File: config.mk
export PLATFORM = sky130hd
export DESIGN_NAME = tcdm_amo_adapter
export DESIGN_NICKNAME = d
export VERILOG_FILES = /design/src/rtl/mempool_pkg.sv /design/src/rtl/amo_alu.sv /design/src/rtl/tcdm_amo_adapter.sv
export SDC_FILE = /design/constraint.sdc
export NUM_CORES = 1
export LEC_CHECK = 0
export CORE_UTILIZATION = 55
export CTS_BUF_LIST = sky130_fd_sc_hd__clkbuf_8
export CTS_CLUSTER_SIZE = 40
export DETAILED_ROUTE_END_ITERATION = 10
export GPL_TIMING_DRIVEN = 0
export PLACE_DENSITY = 0.83
export SYNTH_ARGS = -nofsm -noshare
export SYNTH_HDL_FRONTEND = slang
export SYNTH_SLANG_ARGS = --single-unit
File: constraint.sdc
create_clock -name clk_i -period 6.8 [get_ports clk_i]
set_input_delay 1.36 -clock clk_i [delete_from_list [all_inputs] [get_ports clk_i]]
set_output_delay 1.36 -clock clk_i [all_outputs]
set_load 0.005 [all_outputs]
File: src/rtl/mempool_pkg.sv
// Shared definitions for the TCDM atomic-memory-operation adapter:
// the AMO operation codes and the adapter FSM state type.
package mempool_pkg;

   typedef enum logic [3:0] {
      AMO_NONE = 4'h0,
      AMO_SWAP = 4'h1,
      AMO_ADD  = 4'h2,
      AMO_AND  = 4'h3,
      AMO_OR   = 4'h4,
      AMO_XOR  = 4'h5,
      AMO_MAX  = 4'h6,
      AMO_MAXU = 4'h7,
      AMO_MIN  = 4'h8,
      AMO_MINU = 4'h9,
      AMO_LR   = 4'hA,
      AMO_SC   = 4'hB
   } amo_t;

   typedef enum logic {
      IDLE   = 1'b0,
      AMO_WB = 1'b1
   } adapter_state_t;

   // Read-modify-write codes; LR/SC and the unused codes C-F are excluded.
   function automatic logic is_rmw(input logic [3:0] code);
      return (code >= AMO_SWAP) && (code <= AMO_MINU);
   endfunction

endpackage

File: src/rtl/amo_alu.sv
// Combinational AMO arithmetic: computes the value written back by a
// read-modify-write from the old memory word and the request operand.
module amo_alu import mempool_pkg::*; (
   input  logic [31:0] old_data,
   input  logic [31:0] operand,
   input  logic [3:0]  code,
   output logic [31:0] new_data
);

   logic signed_lt;
   logic unsigned_lt;

   assign signed_lt   = $signed(old_data) < $signed(operand);
   assign unsigned_lt = old_data < operand;

   always_comb begin
      new_data = old_data;
      case (code)
         AMO_SWAP: new_data = operand;
         AMO_ADD:  new_data = old_data + operand;
         AMO_AND:  new_data = old_data & operand;
         AMO_OR:   new_data = old_data | operand;
         AMO_XOR:  new_data = old_data ^ operand;
         AMO_MAX:  new_data = signed_lt   ? operand  : old_data;
         AMO_MAXU: new_data = unsigned_lt ? operand  : old_data;
         AMO_MIN:  new_data = signed_lt   ? old_data : operand;
         AMO_MINU: new_data = unsigned_lt ? old_data : operand;
         default:  new_data = old_data;
      endcase
   end

endmodule

File: src/rtl/tcdm_amo_adapter.sv
// Sits in front of a single-port SRAM bank and turns AMO, LR/SC and plain
// requests into bank reads/writes, with one reservation and a response skid.
module tcdm_amo_adapter import mempool_pkg::*; #(
   parameter int unsigned AddrMemWidth = 8,
   parameter int unsigned MetaWidth    = 8
) (
   input  logic                    clk_i,
   input  logic                    rst_i,
   // Request: a transfer happens on a cycle with in_valid_i && in_ready_o;
   // response: a transfer happens on a cycle with out_valid_o && out_ready_i.
   input  logic                    in_valid_i,
   output logic                    in_ready_o,
   input  logic [AddrMemWidth-1:0] in_addr_i,
   input  logic                    in_wen_i,
   input  logic [3:0]              in_be_i,
   input  logic [3:0]              in_amo_i,
   input  logic [31:0]             in_data_i,
   input  logic [MetaWidth-1:0]    in_meta_i,
   input  logic [3:0]              in_core_i,
   output logic                    out_valid_o,
   input  logic                    out_ready_i,
   output logic [31:0]             out_rdata_o,
   output logic [MetaWidth-1:0]    out_meta_o,
   output logic                    bank_req_o,
   output logic                    bank_we_o,
   output logic [AddrMemWidth-1:0] bank_addr_o,
   output logic [31:0]             bank_wdata_o,
   output logic [3:0]              bank_be_o,
   input  logic [31:0]             bank_rdata_i
);

   adapter_state_t state_q, state_d;

   logic [3:0]              code_q;
   logic [31:0]             operand_q;
   logic [AddrMemWidth-1:0] addr_q;

   logic                    res_valid_q, res_valid_d;
   logic [AddrMemWidth-1:0] res_addr_q, res_addr_d;
   logic [3:0]              res_core_q, res_core_d;

   logic                    rsp_valid_q, rsp_valid_d;
   logic                    rsp_from_bank_q, rsp_from_bank_d;
   logic [31:0]             rsp_const_q, rsp_const_d;
   logic [MetaWidth-1:0]    rsp_meta_q, rsp_meta_d;

   logic                    hold_valid_q;
   logic [31:0]             hold_data_q;
   logic [MetaWidth-1:0]    hold_meta_q;

   logic        accept;
   logic        is_rmw_req;
   logic        is_lr;
   logic        is_sc;
   logic        is_plain_wr;
   logic        res_hit;
   logic        sc_ok;
   logic [31:0] rsp_data;
   logic [31:0] amo_new;

   assign is_rmw_req  = is_rmw(in_amo_i);
   assign is_lr       = (in_amo_i == AMO_LR);
   assign is_sc       = (in_amo_i == AMO_SC);
   assign is_plain_wr = !is_rmw_req && !is_lr && !is_sc && in_wen_i;
   assign res_hit     = res_valid_q && (res_addr_q == in_addr_i);
   assign sc_ok       = is_sc && res_hit && (res_core_q == in_core_i);

   // A response that is presented but refused this cycle blocks new requests.
   assign in_ready_o  = !rst_i && (state_q == IDLE) && !hold_valid_q &&
                        !(rsp_valid_q && !out_ready_i);
   assign accept      = in_valid_i && in_ready_o;

   assign out_valid_o = !rst_i && (hold_valid_q || rsp_valid_q);

   amo_alu u_amo_alu (
      .old_data (bank_rdata_i),
      .operand  (operand_q),
      .code     (code_q),
      .new_data (amo_new)
   );

   always_comb begin
      rsp_data    = rsp_from_bank_q ? bank_rdata_i : rsp_const_q;
      out_rdata_o = '0;
      out_meta_o  = '0;
      if (hold_valid_q) begin
         out_rdata_o = hold_data_q;
         out_meta_o  = hold_meta_q;
      end else if (rsp_valid_q) begin
         out_rdata_o = rsp_data;
         out_meta_o  = rsp_meta_q;
      end
   end

   always_comb begin
      state_d         = state_q;
      bank_req_o      = 1'b0;
      bank_we_o       = 1'b0;
      bank_addr_o     = in_addr_i;
      bank_wdata_o    = in_data_i;
      bank_be_o       = 4'hF;
      res_valid_d     = res_valid_q;
      res_addr_d      = res_addr_q;
      res_core_d      = res_core_q;
      rsp_valid_d     = 1'b0;
      rsp_from_bank_d = 1'b1;
      rsp_const_d     = '0;
      rsp_meta_d      = in_meta_i;
      unique case (state_q)
         IDLE: begin
            if (accept) begin
               rsp_valid_d = !is_plain_wr;
               if (is_sc) begin
                  rsp_from_bank_d = 1'b0;
                  rsp_const_d     = {31'b0, !sc_ok};
                  bank_req_o      = sc_ok;
                  bank_we_o       = sc_ok;
                  if (sc_ok || (res_core_q == in_core_i)) res_valid_d = 1'b0;
               end else begin
                  bank_req_o = 1'b1;
                  bank_we_o  = is_plain_wr;
                  if (is_plain_wr) bank_be_o = in_be_i;
                  if (is_plain_wr && res_hit) res_valid_d = 1'b0;
                  if (is_lr) begin
                     res_valid_d = 1'b1;
                     res_addr_d  = in_addr_i;
                     res_core_d  = in_core_i;
                  end
                  if (is_rmw_req) state_d = AMO_WB;
               end
            end
         end
         AMO_WB: begin
            // Old value arrives from the bank this cycle; write the result back.
            state_d      = IDLE;
            bank_req_o   = !rst_i;
            bank_we_o    = !rst_i;
            bank_addr_o  = addr_q;
            bank_wdata_o = amo_new;
            if (res_valid_q && (res_addr_q == addr_q)) res_valid_d = 1'b0;
         end
         default: state_d = IDLE;
      endcase
   end

   always_ff @(posedge clk_i) begin
      if (rst_i) begin
         state_q         <= IDLE;
         code_q          <= '0;
         operand_q       <= '0;
         addr_q          <= '0;
         res_valid_q     <= 1'b0;
         res_addr_q      <= '0;
         res_core_q      <= '0;
         rsp_valid_q     <= 1'b0;
         rsp_from_bank_q <= 1'b0;
         rsp_const_q     <= '0;
         rsp_meta_q      <= '0;
         hold_valid_q    <= 1'b0;
         hold_data_q     <= '0;
         hold_meta_q     <= '0;
      end else begin
         state_q         <= state_d;
         res_valid_q     <= res_valid_d;
         res_addr_q      <= res_addr_d;
         res_core_q      <= res_core_d;
         rsp_valid_q     <= rsp_valid_d;
         rsp_from_bank_q <= rsp_from_bank_d;
         rsp_const_q     <= rsp_const_d;
         rsp_meta_q      <= rsp_meta_d;
         if (accept) begin
            code_q    <= in_amo_i;
            operand_q <= in_data_i;
            addr_q    <= in_addr_i;
         end
         // The bank read data is only valid for one cycle, so a refused
         // response is frozen here until the consumer takes it.
         if (hold_valid_q) begin
            if (out_ready_i) hold_valid_q <= 1'b0;
         end else if (rsp_valid_q && !out_ready_i) begin
            hold_valid_q <= 1'b1;
            hold_data_q  <= rsp_data;
            hold_meta_q  <= rsp_meta_q;
         end
      end
   end

endmodule

==> results.txt <==
- Total congestion overflow after global routing: 0
- In this run the critical register-to-register path is launched from state_q$_SDFF_PP0_.
- Residual DRC: 0
- Once detail routing completed, the nets flagged for antenna violations numbered 0.
- The number of antenna violations at the first check in global routing came to 1.
- In this run, the combinational gates consume 38.5% of the power.
- Cell type with the largest total area after synthesis: sky130_fd_sc_hd__dfxtp_1
* Final standard cell utilization of the core: 72.5%
- Count of mapped cells out of synthesis: 1392
- Across the VDD grid, the largest voltage drop is 141 µV.
* Post-Syn Area per Cell: 7.08 µm²
* Height of the chip: between 100 and 150 µm
- The synthesized design contains 0 enable-type register cells.
- For this design the ratio of total power to cell area is about 150 nW/µm².
* Cts-stage hold buffer count: 0
* Clock tree from TritonCTS: built
- The worst setup path is captured at an output port.
- Per report_power, the sequential group accounts for about 36% of the total.
- Sw power: between 700 and 800 µW
* Clock network fraction of total power: 25.7%
- HPWL Detailed: 29900 µm
* Worst reg-to-reg setup slack: around 3.7 ns
* Layout Cell Area excl Fill: between 10000 and 15000 µm²
- Worst slew margin relative to its limit: around 17%
* Vias in the first global route: 10750
- The synthesized netlist occupies a cell area of around 10000 µm².
* Crit path DAT: between 5 and 6 ns
- Global routing consumed, on the met1 layer, a little over half of the routing resources.
- Number of hold-slack violations in the final timing report: 0
* Final setup fails: 0
- The worst path uses 98.9% of the clock period.
- For the final database, setup skew stands at 0.0300 ns.
* Pin count of the biggest net entering global routing: 23
* Port Buffers: roughly 180
- Count of cells along the worst register-to-register path: 7
- Count of pins on the block boundary: around 190
- The synthesized design contains 110 register bits.
- The floorplan step defined a die boundary enclosing about 18000 µm².
* Global-route met2 utilization: around 66%
* Slowest cell delay on critical path: 0.56 ns
- Final RePlAce weighted congestion: between 0.9 and 1
* Clock latency on the worst-skew pair: around 0.44 ns
* Number of buffers on the longest clock path: 2
- Cell with the biggest individual delay on the critical path: sky130_fd_sc_hd__clkdlybuf4s50_1
- In the final design database the tool counted around 1800 nets.
- Layout cell share with drive strength beyond 1: 8.09%
- Internal Dissipation: 1.15 mW
- CTS placed an instance of sky130_fd_sc_hd__clkbuf_8 at the clock tree root.
- The global routing stage identified its most utilized layer as met2.
- Global Route Usage Sum: a little over two fifths
* Total number of placement rows: between 40 and 50
* Top cells by area, synth: sky130_fd_sc_hd__dfxtp_1 (22%), sky130_fd_sc_hd__ha_1 (12%), sky130_fd_sc_hd__nand2_1 (8.8%)
- Clk sink count: 110
- Max Cap Viol: 0
* Count of pins over their slew limit: 0
- The completed layout was analyzed and its total power is between 1.5 and 2 mW.
* Routed wirelength normalized by instance count: approximately 22 µm
- Of all nets on the critical path, the largest fanout is 10.
- Clk slew on worst S/H paths: around 0.11 ns
- In this run the critical register-to-register path is captured at operand_q[4]$_SDFFE_PP0P_.
- 0 antenna diodes ended up in the layout.
- Area of the core region: approximately 17000 µm²
- Summed over all layers, the routed wires come to between 40000 and 50000 µm.
- Cell Area, Placed: between 10000 and 15000 µm²
- STA classifies the critical path startpoint as an input pin.
* Depth of the CTS H-tree: 3
- Distinct cell type count of the synthesized netlist: slightly above 70
- The Yosys step of the flow raised 0 warnings.
- In the synthesized netlist the dominant register cell turns out to be sky130_fd_sc_hd__dfxtp_1.
- The synthesized design devotes to its leading area cell type between 20% and 30% of total area.
* Most common cell after layout, fill and taps aside: sky130_fd_sc_hd__nand2_1
- Net Sw Frac: between 30% and 40%
- STA puts the critical path data required time at roughly 5.4 ns.
* Initial drt markers: 1313
- In the global route stage, met3 resource usage came out at approximately a tenth.
- Worst Setup SP: bank_rdata_i[28]
- Initial core utilization: between 50% and 60%
* TritonCTS buffer count: 9
- Final critical-path required period: 6.72 ns
- From synthesis to final layout, the design area changed by 28.1%.
* Cell chain of the critical path: buf_2 > inv_1 > ha_1 > nor4_4 > nand4_1 > or4_4 > or3_4 > nand4_4 > mux2i_4 > buf_4 > nor2_4 > buf_6 > a2111oi_4 > nor3_1 > clkdlybuf4s50_1
* First-pass GRT wire length: between 50000 and 60000 µm
* Die width: 136 µm
- The first detailed-routing pass ran for 8 iterations.
* Critical path class: input pin to output port
* Leak Pwr: 4.92 nW
- Ratio of routed vias to standard cells: ~6.5
- The path class of the tightest hold or removal check is register to register.
* DR vias: 11830
- For the pin with the worst max-slew slack, the measured transition is around 1.2 ns.
- Most frequent cells in the layout: sky130_fd_sc_hd__nand2_1 (232), sky130_fd_sc_hd__clkdlybuf4s50_1 (152), sky130_fd_sc_hd__a21oi_1 (149)
- Derived from the worst setup path, the maximum achievable clock frequency is approximately 150 MHz.
- The number of nets handed over by synthesis was roughly 1600.
- Of all flip-flops after synthesis, the portion carrying an async set or reset was 0%.
- End of the critical path: bank_wdata_o[2]
- The share of the Yosys chip area taken by registers is ~22%.
- Result of the run: complete, no violations
metal layers:
layer / share of wire (%) / vias to the layer above / wire (µm)
li1: - / 5372 / -
met1: 40 / 5532 / 15900
met2: 44 / 754 / 17600
met3: 11 / 172 / 4390
met4: 5.7 / 0 / 2290
met5: 0 / - / 0
critical path: cells and delay by family:
kind / cells / cell delay [ns]
buffers and inverters: 5 / 1.24
adder cells (fa/ha/maj): 1 / 0.35
multiplexers: 1 / 0.09
AND/OR/NAND/NOR: 7 / 2.23
AO/OA/AOI/OAI: 1 / 0.10
power groups by stage:
stage | registers [mW] | logic, mW | clock network (mW)
after CTS | 0.682 | 0.682 | 0.483
final | 0.683 | 0.735 | 0.490
after global placement | 0.695 | 0.639 | 0
after detailed placement | 0.696 | 0.646 | 0
after global routing | 0.686 | 0.776 | 0.503
after floorplan | 0.692 | 0.360 | 0
synthesized netlist by cell type (all sizes together) (13+ instances only):
cell,count
a2111oi,14
mux2i,21
nand4,13
xnor2,22
o211ai,20
a22o,31
a221oi,31
nor4,22
dfxtp,110
xor2,17
nor2b,15
clkbuf,91
inv,81
a21oi,150
o21ai,64
nand2,232
ha,96
nor2,112
nand3,49
a21o,17
nor3,33
sequential cells by signal, indices dropped and copies added, names as in the netlist, 4 cells and up:
signal and flops:
addr_q 8, code_q 4, hold_data_q 32, hold_meta_q 8, operand_q 32, res_addr_q 8, res_core_q 4, rsp_meta_q 8
metrics by stage:
step | hold WS, ns | cells | TNS, ns | setup slack (ns)
6_report | 0.464 | 1831 | 0 | 0.0758
5_1_grt | 0.474 | 1831 | -0.0842 | -0.0599
4_1_cts | 0.458 | 1824 | 0 | 0.00608
3_5_place_dp | 0.444 | 1802 | -28.27 | -1.13
3_3_place_gp | 0.437 | 1801 | -27.86 | -1.12
2_1_floorplan | 0.432 | 1392 | 0 | 0.990
final cells by class:
type / count / area (µm²)
multi-input combinational: 1097 / 7250
sequential: 110 / 2200
clock buffer: 9 / 124
timing repair buffer: 205 / 1940
buffer: 96 / 409
tap: 225 / 282
clock inverter: 7 / 113
inverter: 82 / 308
fill: 1460 / 4790
how the worst min path moves through the flow:
stage                                       startpoint  cells past startpoint  slack (ns)                      endpoint
final                     hold_data_q[19]$_SDFFE_PP0P_                      2        0.46  hold_data_q[19]$_SDFFE_PP0P_
after floorplan               rsp_meta_q[0]$_SDFF_PP0_                      2        0.43   hold_meta_q[0]$_SDFFE_PP0P_
after global routing      hold_data_q[20]$_SDFFE_PP0P_                      2        0.47  hold_data_q[20]$_SDFFE_PP0P_
after global placement        rsp_meta_q[3]$_SDFF_PP0_                      2        0.44   hold_meta_q[3]$_SDFFE_PP0P_
after CTS                     rsp_meta_q[1]$_SDFF_PP0_                      2        0.46   hold_meta_q[1]$_SDFFE_PP0P_
after detailed placement      rsp_meta_q[4]$_SDFF_PP0_                      2        0.44   hold_meta_q[4]$_SDFFE_PP0P_
kinds of logic after synthesis:
family | synth area share, %
multiplexers | 3.12
AO/OA/AOI/OAI | 27.8
buffers and inverters | 7.24
AND/OR/NAND/NOR | 23.7
XOR/XNOR | 3.47
flip-flops | 22.3
adder cells (fa/ha/maj) | 12.4
what timing repair did:
| item | in CTS | in global routing |
|---|---|---|
| setup endpoints to repair | 32 | 31 |
| hold endpoints to repair | 0 | 0 |
| resized for setup | 87 | 66 |
| pin swaps | 12 | 12 |
| setup buffers | 12 | 8 |
(Power assumes the default switching activity.)
